### config.mk
export PLATFORM = sky130hd
export DESIGN_NAME = instr_encoder_flat
export DESIGN_NICKNAME = d
export VERILOG_FILES = /design/src/rtl/instr_encoder_if.sv /design/src/rtl/instr_encoder.sv /design/src/flat_wrapper.sv
export SDC_FILE = /design/constraint.sdc
export NUM_CORES = 1
export LEC_CHECK = 0
export ABC_AREA = 1
export BUFFER_PORTS_ARGS = -buffer_cell sky130_fd_sc_hd__clkbuf_2
export CORE_MARGIN = 10
export CORE_UTILIZATION = 39
export CTS_BUF_LIST = sky130_fd_sc_hd__clkbuf_16
export DETAILED_ROUTE_END_ITERATION = 10
export GPL_TIMING_DRIVEN = 0
export MAX_ROUTING_LAYER = met4
export PLACE_DENSITY = 0.67
export SLEW_MARGIN = 0
export SYNTH_ARGS = -nofsm -noshare
export SYNTH_HDL_FRONTEND = slang
export SYNTH_SLANG_ARGS = --single-unit
### constraint.sdc
create_clock -name clk -period 3.5 [get_ports clk]
set_input_delay 0.7 -clock clk [delete_from_list [all_inputs] [get_ports clk]]
set_output_delay 0.7 -clock clk [all_outputs]
set_load 0.02 [all_outputs]
### src/rtl/instr_encoder_if.sv
// Request/response bundle for the instruction encoder.
// The producer side presents field sets; the consumer side drains encoded words.
interface instr_encoder_if;
  logic        in_valid;
  logic        in_ready;
  logic [2:0]  in_fmt;
  logic [6:0]  in_opcode;
  logic [2:0]  in_funct3;
  logic [6:0]  in_funct7;
  logic [4:0]  in_rd;
  logic [4:0]  in_rs1;
  logic [4:0]  in_rs2;
  logic [31:0] in_imm;
  logic        in_swap;
  logic        out_valid;
  logic        out_ready;
  logic [31:0] out_instr;
  logic        out_err;
  logic [15:0] out_count;

  // Environment side: drives requests and the consumer ready.
  modport master (
    output in_valid, in_fmt, in_opcode, in_funct3, in_funct7,
           in_rd, in_rs1, in_rs2, in_imm, in_swap, out_ready,
    input  in_ready, out_valid, out_instr, out_err, out_count
  );

  // Encoder side.
  modport slave (
    input  in_valid, in_fmt, in_opcode, in_funct3, in_funct7,
           in_rd, in_rs1, in_rs2, in_imm, in_swap, out_ready,
    output in_ready, out_valid, out_instr, out_err, out_count
  );
endinterface

### src/rtl/instr_encoder.sv
// RV32 instruction encoder: packs a field set into a 32-bit word according
// to its format, optionally byte-swaps it, and queues it in a 2-entry FIFO.
module instr_encoder (
  input  logic           clk,
  input  logic           rst,
  instr_encoder_if.slave bus
);
  localparam logic [31:0] NOP_WORD = 32'h0000_0013;

  logic [31:0] word_next;
  logic        err_next;
  logic [31:0] store_word;
  logic [31:0] swap_word;

  logic [31:0] instr_mem_reg [2];
  logic [1:0]  err_mem_reg;
  logic        wr_ptr_reg;
  logic        rd_ptr_reg;
  logic [1:0]  count_reg;
  logic [15:0] pop_count_reg;

  logic accept;
  logic pop;

  // Format-dependent field packing; illegal or misaligned requests become a flagged NOP.
  always_comb begin
    word_next = NOP_WORD;
    err_next  = 1'b0;
    case (bus.in_fmt)
      3'd0: word_next = {bus.in_funct7, bus.in_rs2, bus.in_rs1, bus.in_funct3,
                         bus.in_rd, bus.in_opcode};
      3'd1: word_next = {bus.in_imm[11:0], bus.in_rs1, bus.in_funct3,
                         bus.in_rd, bus.in_opcode};
      3'd2: word_next = {bus.in_imm[11:5], bus.in_rs2, bus.in_rs1, bus.in_funct3,
                         bus.in_imm[4:0], bus.in_opcode};
      3'd3: begin
        if (bus.in_imm[0]) begin
          err_next = 1'b1;
        end else begin
          word_next = {bus.in_imm[12], bus.in_imm[10:5], bus.in_rs2, bus.in_rs1,
                       bus.in_funct3, bus.in_imm[4:1], bus.in_imm[11], bus.in_opcode};
        end
      end
      3'd4: word_next = {bus.in_imm[31:12], bus.in_rd, bus.in_opcode};
      3'd5: begin
        if (bus.in_imm[0]) begin
          err_next = 1'b1;
        end else begin
          word_next = {bus.in_imm[20], bus.in_imm[10:1], bus.in_imm[11],
                       bus.in_imm[19:12], bus.in_rd, bus.in_opcode};
        end
      end
      default: err_next = 1'b1;
    endcase
  end

  // Big-endian image: byte gi of the result is byte (3-gi) of the encoded word.
  for (genvar gi = 0; gi < 4; gi++) begin : g_swap
    assign swap_word[8*gi +: 8] = word_next[8*(3-gi) +: 8];
  end

  assign store_word = bus.in_swap ? swap_word : word_next;

  // Capacity check only; reset priority is handled in the state register.
  assign accept = bus.in_valid && (count_reg != 2'd2);
  assign pop    = (count_reg != 2'd0) && bus.out_ready;

  assign bus.in_ready  = rst || (count_reg != 2'd2);
  assign bus.out_valid = (count_reg != 2'd0);
  assign bus.out_instr = (count_reg != 2'd0) ? instr_mem_reg[rd_ptr_reg] : 32'd0;
  assign bus.out_err   = (count_reg != 2'd0) ? err_mem_reg[rd_ptr_reg] : 1'b0;
  assign bus.out_count = pop_count_reg;

  // Entry storage; contents are only observed through the occupancy gate, so no reset.
  always_ff @(posedge clk) begin
    if (accept) begin
      instr_mem_reg[wr_ptr_reg] <= store_word;
      err_mem_reg[wr_ptr_reg]   <= err_next;
    end
  end

  // Pointers, occupancy and pop counter; reset discards anything in flight.
  always_ff @(posedge clk) begin
    if (rst) begin
      wr_ptr_reg    <= 1'b0;
      rd_ptr_reg    <= 1'b0;
      count_reg     <= 2'd0;
      pop_count_reg <= 16'd0;
    end else begin
      if (accept) wr_ptr_reg <= ~wr_ptr_reg;
      if (pop) begin
        rd_ptr_reg    <= ~rd_ptr_reg;
        pop_count_reg <= pop_count_reg + 16'd1;
      end
      case ({accept, pop})
        2'b10:   count_reg <= count_reg + 2'd1;
        2'b01:   count_reg <= count_reg - 2'd1;
        default: count_reg <= count_reg;
      endcase
    end
  end
endmodule

### src/flat_wrapper.sv
// flat-port wrapper written by rule: the top's interface ports become plain ports
module instr_encoder_flat 
  (clk, rst, bus_in_valid, bus_in_fmt, bus_in_opcode, bus_in_funct3, bus_in_funct7, bus_in_rd, bus_in_rs1, bus_in_rs2, bus_in_imm, bus_in_swap, bus_out_ready, bus_in_ready, bus_out_valid, bus_out_instr, bus_out_err, bus_out_count);
  instr_encoder_if bus_i ();
  input  logic clk;
  input  logic rst;
  input wire logic [$bits(bus_i.in_valid)-1:0] bus_in_valid;
  input wire logic [$bits(bus_i.in_fmt)-1:0] bus_in_fmt;
  input wire logic [$bits(bus_i.in_opcode)-1:0] bus_in_opcode;
  input wire logic [$bits(bus_i.in_funct3)-1:0] bus_in_funct3;
  input wire logic [$bits(bus_i.in_funct7)-1:0] bus_in_funct7;
  input wire logic [$bits(bus_i.in_rd)-1:0] bus_in_rd;
  input wire logic [$bits(bus_i.in_rs1)-1:0] bus_in_rs1;
  input wire logic [$bits(bus_i.in_rs2)-1:0] bus_in_rs2;
  input wire logic [$bits(bus_i.in_imm)-1:0] bus_in_imm;
  input wire logic [$bits(bus_i.in_swap)-1:0] bus_in_swap;
  input wire logic [$bits(bus_i.out_ready)-1:0] bus_out_ready;
  output wire logic [$bits(bus_i.in_ready)-1:0] bus_in_ready;
  output wire logic [$bits(bus_i.out_valid)-1:0] bus_out_valid;
  output wire logic [$bits(bus_i.out_instr)-1:0] bus_out_instr;
  output wire logic [$bits(bus_i.out_err)-1:0] bus_out_err;
  output wire logic [$bits(bus_i.out_count)-1:0] bus_out_count;
  assign bus_i.in_valid = bus_in_valid;
  assign bus_i.in_fmt = bus_in_fmt;
  assign bus_i.in_opcode = bus_in_opcode;
  assign bus_i.in_funct3 = bus_in_funct3;
  assign bus_i.in_funct7 = bus_in_funct7;
  assign bus_i.in_rd = bus_in_rd;
  assign bus_i.in_rs1 = bus_in_rs1;
  assign bus_i.in_rs2 = bus_in_rs2;
  assign bus_i.in_imm = bus_in_imm;
  assign bus_i.in_swap = bus_in_swap;
  assign bus_i.out_ready = bus_out_ready;
  assign bus_in_ready = bus_i.in_ready;
  assign bus_out_valid = bus_i.out_valid;
  assign bus_out_instr = bus_i.out_instr;
  assign bus_out_err = bus_i.out_err;
  assign bus_out_count = bus_i.out_count;
  instr_encoder u_core (.clk(clk), .rst(rst), .bus(bus_i));
endmodule
==> results.json <==
{
  "outcome": "finished clean",
  "ctsHoldBuffers": 0,
  "cts_buffer_depth": 2,
  "p_per_area_nw_per_um2": 558,
  "cp-start-kind": "flop",
  "numCtsBuffers": 9,
  "hold_class": "flop to flop",
  "fmax_ghz": 0.384,
  "finClkSkew_ps": 7.41,
  "period_minus_slack_ps": 2610,
  "drt_first_pass_iters": 5,
  "fin_crit_sh_pct": 74.5,
  "synth_nets": 676,
  "overflow": 0,
  "synth_cells": 602,
  "place.gp.congestion": 0.950,
  "yosys.area.top_type_share_pct": 42.5,
  "dp_hpwl_um": 11000,
  "netSwitchingFraction_pct": 35.6,
  "critPathMaxFanout": 10,
  "hold_viol": 0,
  "cts_sinks": 87,
  "ys_seq_elements": 87,
  "diodes": 0,
  "htreeDepth": 3,
  "die_w_um": 129,
  "drt-total-wl_um": 14100,
  "synth-seq-area-share_pct": 51.5,
  "syn2layout_area_growth_pct": 24.8,
  "ios": 123,
  "die_area_um2": 16700,
  "timing.critical_path.arrival_ps": 1910,
  "port-buffer-count": 120,
  "fp-row-count": 39,
  "wire_per_inst_um": 16.0,
  "antenna_found_initial": 0,
  "end_kind": "output pin",
  "slew_viol_final": 0,
  "rsz0062_at_grt": "no",
  "placed_cell_area_um2": 5520,
  "largest_reg_flops": 64,
  "grt_use_total_pct": 17.5,
  "internal_power_uw": 2090,
  "drv_cap": 0,
  "drt_iter0_markers": 369,
  "seq_power_share_pct": 40.0,
  "cts_setup_buffers": 0,
  "clock_latency_ps": 340,
  "vias": 4522,
  "tritoncts": "built",
  "clk_pin_slew_ps": 70,
  "drc_errors": 0,
  "p_leak_uw": 0.00265,
  "synthesis.area_um2": 4670,
  "synth_warnings": 0,
  "finalInstanceArea_um2": 5820,
  "grt_pass1_wl_um": 22300,
  "drive_above_1_share_pct": 23.4,
  "yosys-top-cells-area": "edfxtp_1 42%, nand2_1 21%, dfxtp_1 9.0%",
  "grt_pass1_vias": 4459,
  "combPwrFrac_pct": 29.8,
  "root_buffer": "clkbuf_16",
  "critPathKind": "flop to output pin",
  "avgSynthCellArea_um2": 7.75,
  "grt_max_degree": 20,
  "ctsResizeCount": 0,
  "yosysTopAreaCell": "edfxtp_1",
  "relSlewSlack_pct": 40.3,
  "via_per_inst": 5.12,
  "ys_types": 28,
  "fin_ws_ps": 893,
  "setup_viol": 0,
  "tightest_slew_ps": 887,
  "post-route-util_pct": 50.3,
  "worstPathRequired_ps": 2800,
  "die_h_um": 129,
  "p_switching_uw": 1150,
  "peakVddDrop_mv": 0.282,
  "clkPwrFrac_pct": 30.1,
  "fin_nets": 809,
  "ant_nets": 0,
  "core-area_um2": 11600,
  "dpl_worst_slack_ps": 1000,
  "start_util_pct": 40.3
}
==> kinds of logic (layout without fill, tap and decap cells) <==
family	after synthesis	in the layout	synth area share, %
AND/OR/NAND/NOR	374	374	34.0
flip-flops	87	87	51.5
AO/OA/AOI/OAI	72	72	8.13
buffers and inverters	67	205	5.90
adder cells (fa/ha/maj)	2	2	0.536
==> placed cells by master, fill, tap and decap left out, types with 2 or more instances in the layout <==
master / n
clkbuf_2: 120
nand2_4: 2
a21oi_1: 47
inv_2: 6
dfxtp_1: 21
buf_16: 2
ha_1: 2
nor2_1: 42
edfxtp_1: 66
clkinv_4: 3
nand2_2: 4
nand3_1: 36
buf_6: 2
inv_6: 2
o21ai_2: 2
o21ai_0: 15
nor3_1: 3
inv_1: 39
nand2_1: 263
clkbuf_1: 15
o21ai_1: 6
clkbuf_16: 9
nor2_4: 8
nand4_1: 11
buf_2: 4
==> through the flow <==
step | instances | setup TNS [ps] | hold WS, ps | total power, uW
final | 883 | 0 | 519 | 3250
after global routing | 883 | 0 | 570 | 3410
after CTS | 883 | 0 | 522 | 3280
after detailed placement | 867 | 0 | 502 | 2300
after global placement | 865 | -11720 | 469 | 2260
after floorplan | 602 | 0 | 459 | 1910
==> cells in the mapped netlist <==
library cell / n
o21ai_0: 15
dfxtp_1: 21
nand4_1: 11
a21oi_1: 47
nor2_2: 1
nor3_1: 3
inv_1: 39
nand2_4: 2
nor4_1: 1
nor3b_2: 1
nand3_4: 1
buf_4: 1
nor2_1: 44
buf_2: 4
o21ai_1: 6
nand2_2: 4
buf_6: 2
inv_2: 6
a21oi_2: 1
clkbuf_1: 15
o22ai_2: 1
nand3_2: 1
o21ai_2: 2
nand3_1: 36
edfxtp_1: 66
nand2_1: 263
ha_1: 2
nor2_4: 6
==> power by group through the flow <==
stage | Clock [uW] | Combinational (uW) | Sequential [uW]
floorplan | 0 | 590 | 1320
global placement | 0 | 939 | 1320
detailed placement | 0 | 978 | 1320
CTS | 999 | 982 | 1300
global route | 1030 | 1070 | 1310
finish | 979 | 968 | 1300
==> critical path, cell delays in order, from the launching register on <==
cell and delay (ps):
dfxtp_1 380, nor2_2 390, clkbuf_1 470, a21oi_1 130
clkbuf_2 190
==> final timing paths <==
kind,start,to,slack [ps],cells after the start
setup / recovery,u_core.count_reg[0],bus_out_instr[13],890,4
hold / removal,u_core.rd_ptr_reg,u_core.rd_ptr_reg,520,2
setup reg to reg,u_core.count_reg[1],u_core.count_reg[1],1370,5
hold reg to reg,u_core.rd_ptr_reg,u_core.rd_ptr_reg,520,2
==> cell type report <==
type	count	area [um2]
fillers	1098	5740
well taps	143	179
clock buffers	9	225
repair buffers	122	656
plain buffers	22	106
clock inverters	7	81.3
multi-input cells	448	2000
flip-flops and latches	87	2400
inverters	45	169
==> per-layer routing <==
layer | up-vias | GRT usage (%) | share of wire (%)
met5 | - | - | 0
met4 | 0 | 7.76 | 2.5
met3 | 20 | 3.71 | 7.2
met2 | 192 | 27.1 | 46
met1 | 2075 | 21.5 | 44
li1 | 2235 | - | -
Power figures use the tool's default switching activity.
